<file path="config.mk">
export PLATFORM = sky130hd
export DESIGN_NAME = mux_scan_n
export DESIGN_NICKNAME = d
export VERILOG_FILES = /design/src/rtl/mux_scan_n.sv
export SDC_FILE = /design/constraint.sdc
export NUM_CORES = 1
export LEC_CHECK = 0
export BUFFER_PORTS_ARGS = -buffer_cell sky130_fd_sc_hd__buf_2
export CORE_AREA = 2 2 39 41
export DETAILED_ROUTE_END_ITERATION = 12
export DIE_AREA = 0 0 41 43
export PLACE_DENSITY = 0.86
export SYNTH_ARGS = -nofsm -noshare
export SYNTH_HDL_FRONTEND = slang
export SYNTH_SLANG_ARGS = --single-unit
</file>
<file path="constraint.sdc">
create_clock -name clk -period 4 [get_ports clk]
set_input_delay 0.2 -clock clk [delete_from_list [all_inputs] [get_ports clk]]
set_output_delay 0.2 -clock clk [all_outputs]
set_load 0.01 [all_outputs]
</file>
<file path="src/rtl/mux_scan_n.sv">
// rtl/mux_scan_n.sv - N-channel W-bit registered mux with direct select and round-robin scan
//
// Purpose: selects one of N W-bit channels into a registered output. In direct
// mode the channel comes from s; in scan mode the channel steps round-robin,
// each channel held DIV clocks, for time-multiplexed display drivers.
//
// Ports:
//   clk      in   1     rising-edge clock
//   rst      in   1     synchronous active-high reset
//   mode     in   1     0 = direct select, 1 = auto-scan
//   hold     in   1     scan mode: 1 freezes the tick counter and channel
//   s        in   SW    direct-mode channel select (values >= N ignored)
//   din      in   N*W   channel k at din[k*W +: W]
//   o        out  W     registered selected data
//   sel_out  out  SW    registered active channel index
//   strobe   out  1     one-cycle pulse whenever sel_out changes
module mux_scan_n #(
  parameter int W   = 4,
  parameter int N   = 4,
  parameter int SW  = 2,
  parameter int DIV = 4
) (
  input  logic           clk,
  input  logic           rst,
  input  logic           mode,
  input  logic           hold,
  input  logic [SW-1:0]  s,
  input  logic [N*W-1:0] din,
  output logic [W-1:0]   o,
  output logic [SW-1:0]  sel_out,
  output logic           strobe
);

  // The tick counter needs at least one bit even when DIV == 1.
  localparam int            CW       = (DIV > 1) ? $clog2(DIV) : 1;
  localparam logic [CW-1:0] CNT_LAST = CW'(DIV - 1);
  localparam logic [SW-1:0] SEL_LAST = SW'(N - 1);
  // One extra bit so N == 2**SW is representable for the range check.
  localparam logic [SW:0]   N_EXT    = (SW + 1)'(N);

  logic [SW-1:0] sel;
  logic [SW-1:0] sel_nxt;
  logic [CW-1:0] cnt;
  logic [CW-1:0] cnt_nxt;
  logic          mode_q;
  logic [W-1:0]  o_nxt;

  always_comb begin
    sel_nxt = sel;
    cnt_nxt = cnt;
    if (!mode) begin
      // Direct select; an out-of-range s keeps the current channel.
      cnt_nxt = '0;
      if ({1'b0, s} < N_EXT) begin
        sel_nxt = s;
      end
    end else if (mode != mode_q) begin
      // Entering scan: restart the tick count, never advance on the switch edge.
      cnt_nxt = '0;
    end else if (!hold) begin
      if (cnt == CNT_LAST) begin
        cnt_nxt = '0;
        sel_nxt = (sel == SEL_LAST) ? '0 : sel + SW'(1);
      end else begin
        cnt_nxt = cnt + CW'(1);
      end
    end
  end

  // Output follows the channel chosen for the next cycle, so latency is one clock.
  always_comb begin
    o_nxt = '0;
    for (int k = 0; k < N; k++) begin
      if (sel_nxt == SW'(k)) begin
        o_nxt = din[k*W +: W];
      end
    end
  end

  always_ff @(posedge clk) begin
    if (rst) begin
      sel    <= '0;
      cnt    <= '0;
      mode_q <= 1'b0;
      o      <= '0;
      strobe <= 1'b0;
    end else begin
      sel    <= sel_nxt;
      cnt    <= cnt_nxt;
      mode_q <= mode;
      o      <= o_nxt;
      strobe <= (sel_nxt != sel);
    end
  end

  assign sel_out = sel;

endmodule

</file>
==> results by group, run 1 <==
Run status
  • Result of the run: complete, no violations

Synthesis
  • Net Count, Synth: 87
  • Number of storage elements in the synthesis netlist: 10
  • Gate count of the mapped netlist: 63
  • Syn Area/Cell: 9.29 µm²
  • Share of Yosys cell area claimed by the top area cell type: 0.342
  • Unique cell type count in the Yosys netlist: 24
  • Yosys synthesis warning count: 0
  • Synth top area cells: dfxtp_1 34%, mux2i_1 6.8%, a21oi_1 5.1%
  • Sequential element share of the synthesized area: 0.342
  • Library cell occupying the most area in the post-synthesis netlist: dfxtp_1
  • Post-synthesis cell area: 586 µm²

Clock tree
  • TritonCTS clock tree: yes
  • Number of buffers on the longest clock path: 2
  • Cell at the root of the clock tree: clkbuf_4
  • Clk pin slew, worst setup/hold paths: 70 ps
  • TritonCTS Sinks: 10
  • Worst-skew pair later-pin latency: 270 ps
  • Post-CTS Hold Fix Bufs: 0
  • Count of H-tree levels built during CTS: 1
  • Total CTS buffers: 3
  • Number of gates given a new drive strength after cts: 0
  • # Post-CTS Setup Buffers: 0

STA
  • Max transition margin: 0.788
  • RSZ-0062 raised after global routing: no
  • Worst setup margin: 2070 ps
  • Post-Route Skew: 13.0 ps
  • Worst hold slack: 213 ps
  • Number of setup violations in the final report: 0
  • Highest clock frequency the design can meet: 519 MHz
  • Final period utilization: 0.482
  • Slew Viols, Final: 0
  • Count of final hold-check violations: 0
  • Slew at the pin with the worst max-slew slack: 309 ps
  • Final critical delay including setup and external delays: 1930 ps
  • Sum of negative setup slack: 0 ps

Global routing
  • Global-route congestion overflow total: 0
  • Total track usage: 0.176
  • Number of antenna violations at the first check in global routing: 0
  • Wire length of the first global-routing pass: 2070 µm
  • Maximum number of pins on one net before global-route repair: 12
  • Vias in the first global route: 534

Worst setup path
  • Reg2Reg Capture Point: o[1]
  • Startpoint type of the worst setup path: register
  • CP startpoint: sel_out[0]
  • Setup slack, reg-to-reg: 2070 ps
  • Data arrival at the endpoint of the critical path: 2090 ps
  • Reg-to-Reg Start: sel_out[0]
  • Maximum fanout encountered on the critical timing path: 10
  • Endpoint of the most critical setup path: o[1]
  • Reg2reg path depth: 6
  • WP data required: 4170 ps
  • Worst Setup End Kind: register
  • Critical Setup Path Class: reg2reg

Placed design
  • Final weighted congestion of routability-driven global placement: 0.720
  • Final HPWL from detailed placement: 1090 µm
  • Setup slack after placement: 2070 ps
  • Number of input and output port buffers inserted: 28

Worst hold path
  • Min-delay worst type: in2reg

Drt
  • Drc violations: 0
  • Wire length per cell after detailed routing: 12.2 µm
  • Total wire length after detailed routing: 1340 µm
  • Average via count per standard cell: 5.39
  • First DRT Iteration DRCs: 10
  • Number of detailed-route iterations in the first pass: 5
  • Total number of vias: 588
  • Final antenna-violating net count: 0

Final layout
  • Multi-input logic area: 377 µm²
  • Final-layout fill cell count: 140
  • Total inserted antenna cells: 0
  • Layout cells sized above 1: 0.409
  • Signed area change from the synthesized netlist to the final layout: 32.1%
  • Net count, final: 118
  • Sequential cell area: 200 µm²

Pwr
  • Combinational share of power: 0.224
  • PnR Total Power: 0.260 mW
  • Clock power frac: 0.348
  • Power dissipated by switching net loads: 0.0676 mW
  • Leakage: 0.393 nW
  • Reg power frac: 0.428
  • Power Internal: 0.192 mW
  • Max rail drop VDD: 0.157 mV
  • Total power density per cell area: 336 nW/µm²
  • Switching share of total power: 0.261

Die
  • Width of the chip: 41 µm
  • Die outline area: 1760 µm²
  • Placement row count: 14
  • Initial Util: 0.423
  • DIE HEIGHT: 43 µm
  • I/O pin count: 29
  • Area of the placeable core: 1380 µm²

Flow run
  • Max-cap violations: 0
## registers in the layout (all words and copies together), names as in the netlist
name / cells
cnt: 2
mode_q: 1
o: 4
sel_out: 2
strobe: 1
## metrics by stage
step | area, µm² | util | cells
final | 773 | 0.559 | 109
after global routing | 773 | 0.559 | 109
after CTS | 773 | 0.559 | 109
after detailed placement | 737 | 0.533 | 105
after global placement | 737 | 0.533 | 105
after floorplan | 586 | - | 63
## power groups by stage
| stage | sequential [mW] | clock, mW | combinational (mW) |
|---|---|---|---|
| finish | 0.111 | 0.0904 | 0.0580 |
| global route | 0.112 | 0.0990 | 0.0640 |
| CTS | 0.111 | 0.0947 | 0.0585 |
| detailed placement | 0.113 | 0 | 0.0582 |
| global placement | 0.113 | 0 | 0.0566 |
| floorplan | 0.116 | 0 | 0.0325 |
## how the worst min path moves through the flow
stage	from	endpoint	cells after the start	slack [ps]
after global placement	cnt[1]	cnt[1]	2	480
after floorplan	rst	o[1]	1	260
after CTS	rst	o[1]	2	200
after global routing	rst	o[1]	2	200
after detailed placement	mode_q	cnt[0]	2	490
final	rst	o[1]	2	210
## placed cells by master, fill, tap and decap left out, types with 2 or more instances in the layout
cell / count
nor2b_1: 2
a21oi_1: 6
clkbuf_4: 3
xnor2_1: 2
mux2i_1: 4
nor2_1: 7
mux2_2: 2
a22oi_1: 3
nand2b_1: 3
nor3_1: 4
a32oi_1: 3
buf_2: 28
nand2_1: 4
dfxtp_1: 10
ha_1: 2
## per-layer routing
layer | GRT usage | up-vias | part of all wire
met5 | 0 | - | 0
met4 | 0.0400 | 0 | 0
met3 | 0.0785 | 0 | 0.077
met2 | 0.284 | 26 | 0.51
met1 | 0.203 | 266 | 0.41
li1 | - | 296 | -
## critical path, stage by stage (launching register included)
cell	delay [ps]
dfxtp_1	400
ha_1	260
nor2_1	140
mux2i_1	120
a21oi_2	250
mux4_2	520
nor2b_4	130
## cells in the mapped netlist
cell type and count:
nand4b_1 1, nor2_1 7, dfxtp_1 10, a211o_1 1, nor3_1 4, mux4_2 1, o21ai_0 1, a22oi_1 3
or4_1 1, clkbuf_1 1, nand2b_1 3, nor2b_4 1, mux2_2 2, mux2i_1 4, nand3_1 1, xnor2_1 2
a21oi_1 6, ha_1 2, a32oi_1 3, nand2_1 4, nor2b_1 2, buf_2 1, nand3b_4 1, a21oi_2 1
## final cells by class
class / count / area share
clock buffers: 4 / 0.0469
well taps: 16 / 0.0259
multi-input cells: 51 / 0.487
flip-flops and latches: 10 / 0.259
repair buffers: 28 / 0.181
## kinds of logic (layout without fill, tap and decap cells)
group           Yosys count  after routing  synth area share
buf+inv                   2             32            0.0149
compound gates           15             15             0.173
xor+xnor                  2              2            0.0299
simple gates             25             25             0.252
flops                    10             10             0.342
fa+ha+maj                 2              2            0.0427
mux                       7              7             0.145
(Power assumes the default switching activity.)
==> run 2: changes to the inputs <==
--- a/config.mk
+++ b/config.mk
@@ -6,10 +6,10 @@
 export NUM_CORES = 1
 export LEC_CHECK = 0
 export BUFFER_PORTS_ARGS = -buffer_cell sky130_fd_sc_hd__buf_2
-export CORE_AREA = 2 2 39 41
+export CORE_MARGIN = 1
+export CORE_UTILIZATION = 39
 export DETAILED_ROUTE_END_ITERATION = 12
-export DIE_AREA = 0 0 41 43
-export PLACE_DENSITY = 0.86
+export PLACE_DENSITY = 0.81
 export SYNTH_ARGS = -nofsm -noshare
 export SYNTH_HDL_FRONTEND = slang
 export SYNTH_SLANG_ARGS = --single-unit
==> constraint.sdc (replaced) <==
create_clock -name clk -period 1.7 [get_ports clk]
set_input_delay 0.085 -clock clk [delete_from_list [all_inputs] [get_ports clk]]
set_output_delay 0.085 -clock clk [all_outputs]
set_load 0.01 [all_outputs]
==> results by group, run 2 (same netlist as run 1, synthesis figures left out) <==
Global routing
  • Number of antenna violations at the first check in global routing: 0
  • Wire length of the first global-routing pass: 1870 µm
  • Vias in the first global route: 490
  • Total track usage: 0.179
  • Global-route congestion overflow total: 0
  • Maximum number of pins on one net before global-route repair: 12

Drt
  • Number of detailed-route iterations in the first pass: 4
  • Total number of vias: 610
  • Drc violations: 0
  • Total wire length after detailed routing: 1410 µm
  • Final antenna-violating net count: 0
  • First DRT Iteration DRCs: 8
  • Wire length per cell after detailed routing: 12.4 µm
  • Average via count per standard cell: 5.40

Worst setup path
  • Worst Setup End Kind: register
  • WP data required: 1860 ps
  • Setup slack, reg-to-reg: 30 ps
  • Critical Setup Path Class: reg2reg
  • Maximum fanout encountered on the critical timing path: 3
  • Data arrival at the endpoint of the critical path: 1830 ps
  • Startpoint type of the worst setup path: register
  • Reg-to-Reg Start: cnt[0]
  • Reg2reg path depth: 6
  • CP startpoint: cnt[0]
  • Reg2Reg Capture Point: o[1]
  • Endpoint of the most critical setup path: o[1]

Die
  • Area of the placeable core: 1350 µm²
  • DIE HEIGHT: 40.8 µm
  • Placement row count: 13
  • I/O pin count: 29
  • Width of the chip: 40.8 µm
  • Initial Util: 0.434
  • Die outline area: 1660 µm²

STA
  • Max transition margin: 0.803
  • RSZ-0062 raised after global routing: yes
  • Final period utilization: 0.982
  • Highest clock frequency the design can meet: 599 MHz
  • Worst setup margin: 29.9 ps
  • Number of setup violations in the final report: 0
  • Slew at the pin with the worst max-slew slack: 287 ps
  • Post-Route Skew: 6.83 ps
  • Final critical delay including setup and external delays: 1670 ps
  • Count of final hold-check violations: 0
  • Slew Viols, Final: 0

Clock tree
  • Count of H-tree levels built during CTS: 1
  • TritonCTS Sinks: 10
  • Total CTS buffers: 3
  • Cell at the root of the clock tree: clkbuf_4
  • TritonCTS clock tree: yes
  • Number of buffers on the longest clock path: 2
  • Clk pin slew, worst setup/hold paths: 70 ps
  • Worst-skew pair later-pin latency: 260 ps

Final layout
  • End-of-flow core utilization: 0.635
  • Total inserted antenna cells: 0
  • Number of flip-flops under the largest register name: 4
  • Net count, final: 123
  • Layout cells sized above 1: 0.551
  • Most common cell after layout, fill and taps aside: buf_2
  • Register with the highest flop count: o
  • Signed area change from the synthesized netlist to the final layout: 46.4%
  • Commonest cells after routing, fill and taps aside: 28 x buf_2, 8 x dfxtp_1, 5 x a21oi_1, 5 x nor2_1, 5 x buf_4

Placed design
  • Setup slack after placement: 15.3 ps
  • Final weighted congestion of routability-driven global placement: 0.742
  • Final HPWL from detailed placement: 1160 µm
  • Number of input and output port buffers inserted: 28

Run status
  • Result of the run: complete, no violations

Worst hold path
  • Min-delay worst type: in2reg

Pwr
  • Max rail drop VDD: 0.412 mV
  • Total power density per cell area: 733 nW/µm²
  • Leakage: 0.412 nW

Flow run
  • Max-cap violations: 0
run 2: final cells by class:
cell class / count / area (µm²)
Timing Repair Buffer: 33 / 178
Sequential cell: 10 / 203
Clock buffer: 4 / 36.3
Fill cell: 109 / 493
Multi-Input combinational cell: 51 / 422
Tap cell: 15 / 18.8
run 2: layer usage:
metal  track usage  part of all wire  up-vias
met4        0.0500                 0        0
met2         0.306              0.54       20
met3        0.0815             0.054        0
met1         0.197              0.41      285
li1              -                 -      305
met5             0                 0        -
run 2: worst min path at each step:
stage                     start    to  depth (start not counted)
after global placement      rst  o[1]                          2
final                       rst  o[1]                          2
after floorplan             rst  o[1]                          1
after CTS                   rst  o[1]                          2
after detailed placement    rst  o[1]                          2
after global routing        rst  o[1]                          2
run 2: worst max-delay path, cell delays in order, from the launching register on:
cell and delay, ps:
dfxtp_2 360, ha_4 150, nand3b_4 80, mux2i_2 170, a21oi_2 170, mux4_2 510, nor2b_4 140
run 2: where the power goes:
group | internal, mW | switching (mW) | total (mW)
clock network | 0.130 | 0.0791 | 0.209
logic | 0.0834 | 0.0780 | 0.161
registers | 0.251 | 0.00624 | 0.258
run 2: repair_timing:
action | in CTS | in global routing
endpoints found under the hold margin | 0 | 0
hold buffers | 0 | 0
setup buffers | 0 | 0
setup endpoints to repair | 0 | 4
resized for setup | 0 | 6
run 2: per-stage QoR:
step	hold WS, ps	cells	instance area (µm²)	TNS, ps	power, mW
finish	110	113	857	0	0.628
CTS	96.7	113	833	0	0.630
global route	102	113	857	-55.7	0.667
global placement	374	109	797	0	0.413
detailed placement	384	109	797	0	0.418
floorplan	149	63	611	0	0.351
==> run 3: changes to the inputs <==
--- a/config.mk
+++ b/config.mk
@@ -6,10 +6,10 @@
 export NUM_CORES = 1
 export LEC_CHECK = 0
 export BUFFER_PORTS_ARGS = -buffer_cell sky130_fd_sc_hd__buf_2
-export CORE_MARGIN = 1
-export CORE_UTILIZATION = 39
+export CORE_AREA = 2 2 39 41
 export DETAILED_ROUTE_END_ITERATION = 12
-export PLACE_DENSITY = 0.81
+export DIE_AREA = 0 0 41 43
+export PLACE_DENSITY = 0.86
 export SYNTH_ARGS = -nofsm -noshare
 export SYNTH_HDL_FRONTEND = slang
 export SYNTH_SLANG_ARGS = --single-unit
==> constraint.sdc (replaced) <==
create_clock -name clk -period 1.95 [get_ports clk]
set_input_delay 0.0975 -clock clk [delete_from_list [all_inputs] [get_ports clk]]
set_output_delay 0.0975 -clock clk [all_outputs]
set_load 0.01 [all_outputs]
==> results by group, run 3 (same netlist as run 1, synthesis figures left out) <==
Run status
  • Result of the run: complete, no violations

Clock tree
  • TritonCTS clock tree: yes
  • Number of gates given a new drive strength after cts: 0
  • Worst-skew pair later-pin latency: 270 ps
  • TritonCTS Sinks: 10
  • Post-CTS Hold Fix Bufs: 0
  • Count of H-tree levels built during CTS: 1
  • # Post-CTS Setup Buffers: 0
  • Clk pin slew, worst setup/hold paths: 70 ps
  • Cell at the root of the clock tree: clkbuf_4
  • Number of buffers on the longest clock path: 2
  • Total CTS buffers: 3

Worst hold path
  • Min-delay worst type: in2reg

Placed design
  • Number of input and output port buffers inserted: 28
  • Cells after DPL: 107
  • Final weighted congestion of routability-driven global placement: 0.738
  • Final HPWL from detailed placement: 1040 µm

Drt
  • First DRT Iteration DRCs: 13
  • Total wire length after detailed routing: 1300 µm
  • Wire length per cell after detailed routing: 11.7 µm
  • Average via count per standard cell: 5.32
  • Total number of vias: 591
  • Final antenna-violating net count: 0
  • Number of detailed-route iterations in the first pass: 4
  • Drc violations: 0

Worst setup path
  • Worst Setup End Kind: register
  • Data arrival at the endpoint of the critical path: 1980 ps
  • Largest stage delay on the critical path: 520 ps
  • Setup slack, reg-to-reg: 130 ps
  • Slowest CP cell: mux4_2
  • Critical Setup Path Class: reg2reg
  • Sequence of cells on the critical path: ha_1 > nor2_1 > mux2i_1 > a21oi_2 > mux4_2 > nor2b_4
  • Startpoint type of the worst setup path: register
  • WP data required: 2110 ps
  • Maximum fanout encountered on the critical timing path: 5

STA
  • Max transition margin: 0.815
  • Number of setup violations in the final report: 0
  • Count of final hold-check violations: 0
  • Sum of negative setup slack: 0 ps
  • Slew Viols, Final: 0
  • Final critical delay including setup and external delays: 1820 ps
  • RSZ-0062 raised after global routing: no
  • Slew at the pin with the worst max-slew slack: 270 ps
  • Highest clock frequency the design can meet: 550 MHz
  • Final period utilization: 0.932
  • Post-Route Skew: 5.11 ps

Final layout
  • Commonest cells after routing, fill and taps aside: 28 x buf_2, 10 x dfxtp_1, 7 x nor2_1
  • Non-filler instance count after layout: 111
  • Most common cell after layout, fill and taps aside: buf_2
  • Layout cells sized above 1: 0.421
  • Number of flip-flops under the largest register name: 4
  • Net count, final: 120
  • Signed area change from the synthesized netlist to the final layout: 34.6%
  • Total inserted antenna cells: 0
  • Register with the highest flop count: o

Global routing
  • Total track usage: 0.158
  • Number of antenna violations at the first check in global routing: 0
  • Global-route congestion overflow total: 0
  • Wire length of the first global-routing pass: 1890 µm
  • Maximum number of pins on one net before global-route repair: 12
  • Vias in the first global route: 495

Die
  • Initial Util: 0.423
  • Placement row count: 14
  • I/O pin count: 29
  • Width of the chip: 41 µm
  • Die outline area: 1760 µm²
  • Area of the placeable core: 1380 µm²
  • DIE HEIGHT: 43 µm

Pwr
  • Max rail drop VDD: 0.303 mV
  • Total power density per cell area: 683 nW/µm²
  • Leakage: 0.402 nW

Flow run
  • Max-cap violations: 0
run 3: critical path: cells and delay by family, from the launching register on:
kind / cells / cell delay, ps
compound gates: 1 / 230
fa+ha+maj: 1 / 220
flops: 1 / 350
mux: 2 / 630
simple gates: 2 / 270
run 3: per-stage QoR:
step                      cell area (µm²)   util  hold slack (ps)  setup WS [ps]  power [mW]
after global placement                752  0.543              387            206       0.352
after global routing                  788  0.570              111           7.43       0.565
final                                 788  0.570              116            132       0.538
after detailed placement              752  0.543              381            132       0.353
after floorplan                       586      -              162            170       0.304
after CTS                             788  0.570              103            117       0.543
run 3: area by class of cell:
type / count / area, µm²
clock buffer: 4 / 36.3
fill: 120 / 596
multi-input combinational: 51 / 377
sequential: 10 / 200
tap: 16 / 20.0
timing repair buffer: 30 / 155
run 3: final timing paths:
kind,startpoint,end,depth (start not counted)
setup reg to reg,sel_out[1],o[1],6
hold / removal,din[10],o[2],3
hold reg to reg,mode_q,cnt[0],2
setup / recovery,sel_out[1],o[1],6
run 3: power by group:
part           switching [mW]  internal [mW]
clock                  0.0764          0.113
combinational          0.0603         0.0633
sequential            0.00603          0.219
total                   0.143          0.396
run 3: layer usage:
layer,GRT usage,vias to the layer above,share of wire
met2,0.247,26,0.47
met5,0,-,0
met1,0.194,265,0.45
li1,-,300,-
met3,0.0314,0,0.073
met4,0.0800,0,0
